## config.mk

```make
export PLATFORM = sky130hd
export DESIGN_NAME = cache_mem_arbiter
export DESIGN_NICKNAME = d
export VERILOG_FILES = /design/src/rtl/cache_bus_pkg.sv /design/src/rtl/rr_pick2.sv /design/src/rtl/cache_mem_arbiter.sv
export SDC_FILE = /design/constraint.sdc
export NUM_CORES = 1
export LEC_CHECK = 0
export CORE_AREA = 4 4 185 187
export DETAILED_ROUTE_END_ITERATION = 10
export DIE_AREA = 0 0 189 191
export PLACE_DENSITY_LB_ADDON = 0.12
export SYNTH_ARGS = -nofsm -noshare
export SYNTH_HDL_FRONTEND = slang
export SYNTH_SLANG_ARGS = --single-unit
```

## constraint.sdc

```tcl
create_clock -name clk -period 3.1 [get_ports clk]
set_clock_uncertainty 0.05 [all_clocks]
set_input_delay 0.62 -clock clk [delete_from_list [all_inputs] [get_ports clk]]
set_output_delay 0.62 -clock clk [all_outputs]
set_load 0.02 [all_outputs]
```

## src/rtl/cache_bus_pkg.sv

```systemverilog
// Shared definitions for the L1-cache memory-side bus: arbiter states and cache line geometry.
// Latency: none (types and constants only).
// Backpressure: not applicable.
package cache_bus_pkg;

    typedef enum logic [1:0] {
        ARB_IDLE,
        ARB_ISSUE,
        ARB_RESP
    } arb_state_t;

    // reqtag bit that marks a read (line refill); a write gets a single response beat
    localparam int READ_BIT   = 12;
    localparam int LINE_BEATS = 8;

    function automatic int respBeats(input logic isRead, input int lineBeats);
        return isRead ? lineBeats : 1;
    endfunction

endpackage

```

## src/rtl/rr_pick2.sv

```systemverilog
// Two-way round-robin pick: the port other than lastGrant wins a tie.
// Latency: combinational.
// Backpressure: none; the caller decides when the pick is consumed.
module rr_pick2 (
    input  logic req0,
    input  logic req1,
    input  logic lastGrant,
    output logic vld,
    output logic winner
);

    assign vld    = req0 | req1;
    assign winner = (req0 & req1) ? ~lastGrant : req1;

endmodule

```

## src/rtl/cache_mem_arbiter.sv

```systemverilog
// Serialises I-cache (port 0) and D-cache (port 1) transactions onto one memory bus, round-robin.
// Latency: reqcyc at edge N gives reqack and bus_reqcyc after edge N; responses pass through combinationally.
// Backpressure: bus_reqack holds the issued request; the granted cache's respack drives bus_respack directly.
module cache_mem_arbiter #(
    parameter int ADDR_W   = 64,
    parameter int DATA_W   = 64,
    parameter int TAG_W    = 13,
    parameter int BEATS    = cache_bus_pkg::LINE_BEATS,
    parameter int READ_BIT = cache_bus_pkg::READ_BIT
) (
    input  logic              clk,
    input  logic              reset,

    input  logic              c0_reqcyc,
    input  logic [ADDR_W-1:0] c0_req,
    input  logic [TAG_W-1:0]  c0_reqtag,
    output logic              c0_reqack,
    output logic              c0_respcyc,
    output logic [DATA_W-1:0] c0_resp,
    output logic [TAG_W-1:0]  c0_resptag,
    input  logic              c0_respack,

    input  logic              c1_reqcyc,
    input  logic [ADDR_W-1:0] c1_req,
    input  logic [TAG_W-1:0]  c1_reqtag,
    output logic              c1_reqack,
    output logic              c1_respcyc,
    output logic [DATA_W-1:0] c1_resp,
    output logic [TAG_W-1:0]  c1_resptag,
    input  logic              c1_respack,

    output logic              bus_reqcyc,
    output logic [ADDR_W-1:0] bus_req,
    output logic [TAG_W-1:0]  bus_reqtag,
    input  logic              bus_reqack,
    input  logic              bus_respcyc,
    input  logic [DATA_W-1:0] bus_resp,
    input  logic [TAG_W-1:0]  bus_resptag,
    output logic              bus_respack
);

    import cache_bus_pkg::*;

    localparam int CNT_W = $clog2(BEATS + 1);

    arb_state_t       state;
    logic             grant;
    logic             lastGrant;
    logic [CNT_W-1:0] beatCnt;
    logic [CNT_W-1:0] expBeats;

    logic             pickVld;
    logic             pickWinner;
    logic [TAG_W-1:0] winTag;
    logic             inResp;
    logic             grantedRespack;
    logic             beatDone;
    logic             lastBeat;

    rr_pick2 uPick (
        .req0      (c0_reqcyc),
        .req1      (c1_reqcyc),
        .lastGrant (lastGrant),
        .vld       (pickVld),
        .winner    (pickWinner)
    );

    assign winTag         = pickWinner ? c1_reqtag : c0_reqtag;
    assign inResp         = (state == ARB_RESP);
    assign grantedRespack = grant ? c1_respack : c0_respack;
    assign beatDone       = inResp & bus_respcyc & grantedRespack;
    assign lastBeat       = (beatCnt == expBeats - CNT_W'(1));

    // Response path is steered only in RESP, so stray bus beats in IDLE/ISSUE are never acked.
    assign bus_respack = inResp & grantedRespack;

    assign c0_respcyc = inResp & ~grant & bus_respcyc;
    assign c0_resp    = (inResp & ~grant) ? bus_resp : '0;
    assign c0_resptag = (inResp & ~grant) ? bus_resptag : '0;

    assign c1_respcyc = inResp & grant & bus_respcyc;
    assign c1_resp    = (inResp & grant) ? bus_resp : '0;
    assign c1_resptag = (inResp & grant) ? bus_resptag : '0;

    always_ff @(posedge clk) begin
        if (reset) begin
            state      <= ARB_IDLE;
            grant      <= 1'b0;
            lastGrant  <= 1'b1;
            beatCnt    <= '0;
            expBeats   <= '0;
            c0_reqack  <= 1'b0;
            c1_reqack  <= 1'b0;
            bus_reqcyc <= 1'b0;
            bus_req    <= '0;
            bus_reqtag <= '0;
        end else begin
            c0_reqack <= 1'b0;
            c1_reqack <= 1'b0;
            case (state)
                ARB_IDLE: begin
                    if (pickVld) begin
                        bus_req    <= pickWinner ? c1_req : c0_req;
                        bus_reqtag <= winTag;
                        bus_reqcyc <= 1'b1;
                        grant      <= pickWinner;
                        lastGrant  <= pickWinner;
                        expBeats   <= CNT_W'(respBeats(winTag[READ_BIT], BEATS));
                        beatCnt    <= '0;
                        c0_reqack  <= ~pickWinner;
                        c1_reqack  <= pickWinner;
                        state      <= ARB_ISSUE;
                    end
                end
                ARB_ISSUE: begin
                    if (bus_reqack) begin
                        bus_reqcyc <= 1'b0;
                        state      <= ARB_RESP;
                    end
                end
                ARB_RESP: begin
                    if (beatDone) begin
                        if (lastBeat) begin
                            beatCnt <= '0;
                            state   <= ARB_IDLE;
                        end else begin
                            beatCnt <= beatCnt + CNT_W'(1);
                        end
                    end
                end
                default: state <= ARB_IDLE;
            endcase
        end
    end

endmodule
```

==> results.yml <==
power:
  p_sw_mw: 1.32
  pwr-share-seq_pct: 34.3
  swShare_pct: 33.5
  pwr-share-comb_pct: 38.9
  p_leak_nw: 4.18
  peakVddDrop_uv: 231
  power_density_nw_per_um2: 365
  clkPwrFrac_pct: 26.8
  p_int_mw: 2.62
synth:
  netlist_area_um2: 5370
  synthesis.nets: 827
  yosys_warnings: 0
  ys.flop_type: "dfxtp_1"
  ys_seq_elements: 89
  yosys.area.top_type: "dfxtp_1"
  synth_top_area_share_pct: 33.2
  netlist_instances: 587
  synth.avg_cell_area_um2: 9.15
  synthTopCellsByArea: "dfxtp_1 33%, mux2i_1 15%, a211oi_2 14%"
  synth_cell_types: 36
  synthArstFlopShare_pct: 0
  synth_edf_count: 0
  ys_seq_area_share_pct: 33.2
sta:
  fin_crit_ps: 2880
  hold_viol: 0
  setup_viol: 0
  drv_slew: 0
  maxSlewHeadroom_pct: 65.0
  fin_crit_sh_pct: 93.1
  clock.fmax_ghz: 0.347
  tns_ps: 0
  tightestPinTransition_ps: 524
  rsz0062_at_grt: "false"
clocking:
  cts_buffer_depth: 2
  clock-root-buffer: "clkbuf_16"
  cts_sinks: 89
  post_cts_resized: 0
  clkTransAtPathRegs_ps: 70
  post_cts_buffers: 0
  numCtsBuffers: 9
  clk_latency_ps: 340
  cts_tree: "yes"
  cts_hold_buf: 0
  htree_num_levels: 3
detailed_routing:
  dr.pass1.iters: 4
  drt_wl_total_um: 26700
  avgRoutedWirePerCell_um: 18.1
  post_drt_via_cell_ratio: 3.94
  drtIter0Drc: 215
  drc: 0
  dr_total_vias: 5808
  ant_nets: 0
placed_design:
  portBuffers: 475
  dpl_cell_area_um2: 10600
  dp_hpwl_um: 21200
  gp_congestion: 0.729
critical_path:
  worst_path_dominant_cell_family: "buffers and inverters"
  cp-end-kind: "output pin"
  crit_path_max_fanout: 78
  crit_slowest_cell: "clkdlybuf4s50_1"
  worstPathRequired_ps: 2430
  crit_buf_inv: 2
  criticalPathCategory: "flop to output pin"
  crit_path_max_incr_delay_ps: 640
  path_cells: "nand2b_1 -> nor2_4 -> buf_12 -> and2_1 -> clkdlybuf4s50_1"
  arrival_ps: 2210
  startpoint_type: "flop"
cells_and_area:
  area_delta_synth_final_pct: 102
  fin_area_um2: 10800
  antenna_cells: 0
  drive_gt1_share_pct: 9.89
  nNetsFinal: 1266
run_status:
  status: "finished clean"
global_route:
  grt_pass1_wl_um: 38800
  gr-total-overflow: 0
  track_usage_pct: 13.9
  antenna_found_initial: 0
  grt_max_degree: 79
  first_global_vias: 6073
worst_hold_path:
  hold_path.class: "flop to flop"
floorplan:
  start_util_pct: 16.6
  fp-row-count: 66
  die_h_um: 191
  core_region_area_um2: 32500
  die_w_um: 189
  io_pins: 476
  dieArea_um2: 36100
flow_run:
  drv_cap: 0
==> area by class of cell <==
cell class,instances,area [um^2]
repair buffers,490,4950
inverters,2,7.51
clock inverters,6,50.0
multi-input cells,434,3260
flip-flops and latches,89,1780
well taps,442,553
clock buffers,10,229
fillers,3377,21600
==> registers in the layout, indices dropped and copies added, names as in the netlist <==
name and cells:
bus_req 64, bus_reqtag 12, beatCnt 4, expBeats 2
state 2, bus_reqcyc 1, c0_reqack 1, c1_reqack 1
grant 1, lastGrant 1
==> through the flow <==
step | power [mW] | setup slack, ps | hold slack, ps | util [%] | cells
floorplan | 2.14 | 1120 | 390 | - | 587
global placement | 2.93 | 340 | 403 | 32.5 | 1457
detailed placement | 2.94 | 356 | 405 | 32.5 | 1457
CTS | 4.05 | 185 | 423 | 33.4 | 1473
global route | 4.18 | 77.6 | 439 | 33.4 | 1473
finish | 3.95 | 215 | 424 | 33.4 | 1473
==> worst register-to-register path, cell delays in order, from the launching register on <==
cell	delay, ps
dfxtp_1	390
nor2_2	250
and2_4	400
buf_4	340
nor2_1	60
a211oi_1	220
==> cells in the final DEF, fill, tap and decap left out, drive strengths merged, types with 2 or more instances in the layout <==
master,n
a22oi,2
clkbuf,10
buf,16
o21ai,3
a211oi,76
inv,4
nor2,81
mux2i,78
nand3b,2
clkinvlp,4
or3,2
dfxtp,89
xor2,2
nand2,7
a21oi,7
clkdlybuf4s50,474
and3,79
a31o,2
and2,80
==> routing by layer <==
metal | wire [um] | global-route usage, %
met3 | 1890 | 4.40
met5 | 0 | 0
met4 | 405 | 3.17
met1 | 10900 | 16.7
met2 | 13500 | 24.2
==> power by group through the flow <==
stage	combinational (mW)	sequential (mW)	clock [mW]
floorplan	0.616	1.53	0
global placement	1.56	1.38	0
detailed placement	1.56	1.38	0
CTS	1.56	1.36	1.13
global route	1.65	1.37	1.16
finish	1.53	1.35	1.06
==> cells by family (layout without fill, tap and decap cells) <==
family | after synthesis | after routing | share of synthesized area [%]
and+or+nand+nor | 259 | 259 | 26.3
AOI/OAI and AO/OA | 93 | 93 | 18.4
DFF | 89 | 89 | 33.2
muxes | 79 | 79 | 14.8
buffers and inverters | 64 | 508 | 6.71
xor gates and xnor gates | 2 | 2 | 0.326
adders and majority gates | 1 | 1 | 0.233
==> path summary, 6_finish.rpt <==
path	cells after the start	end	slack, ps	from
worst max-delay path	5	c0_resp[29]	220	state[0]$_SDFFE_PP0P_
worst min-delay path	2	bus_reqcyc$_SDFFE_PP0P_	420	bus_reqcyc$_SDFFE_PP0P_
worst max register to register	5	bus_reqtag[9]$_SDFFE_PP0N_	1290	state[0]$_SDFFE_PP0P_
worst min register to register	2	bus_reqcyc$_SDFFE_PP0P_	420	bus_reqcyc$_SDFFE_PP0P_
==> Yosys cell counts, drive strengths merged (2+ instances only) <==
library cell,count
a211oi,76
a21oi,7
a22oi,2
a31o,2
and2,80
and3,79
buf,29
clkbuf,33
dfxtp,89
inv,2
mux2i,78
nand2,7
nand3b,2
nor2,81
o21ai,3
or3,2
xor2,2
Note: power is estimated with default switching activity, not from simulation.
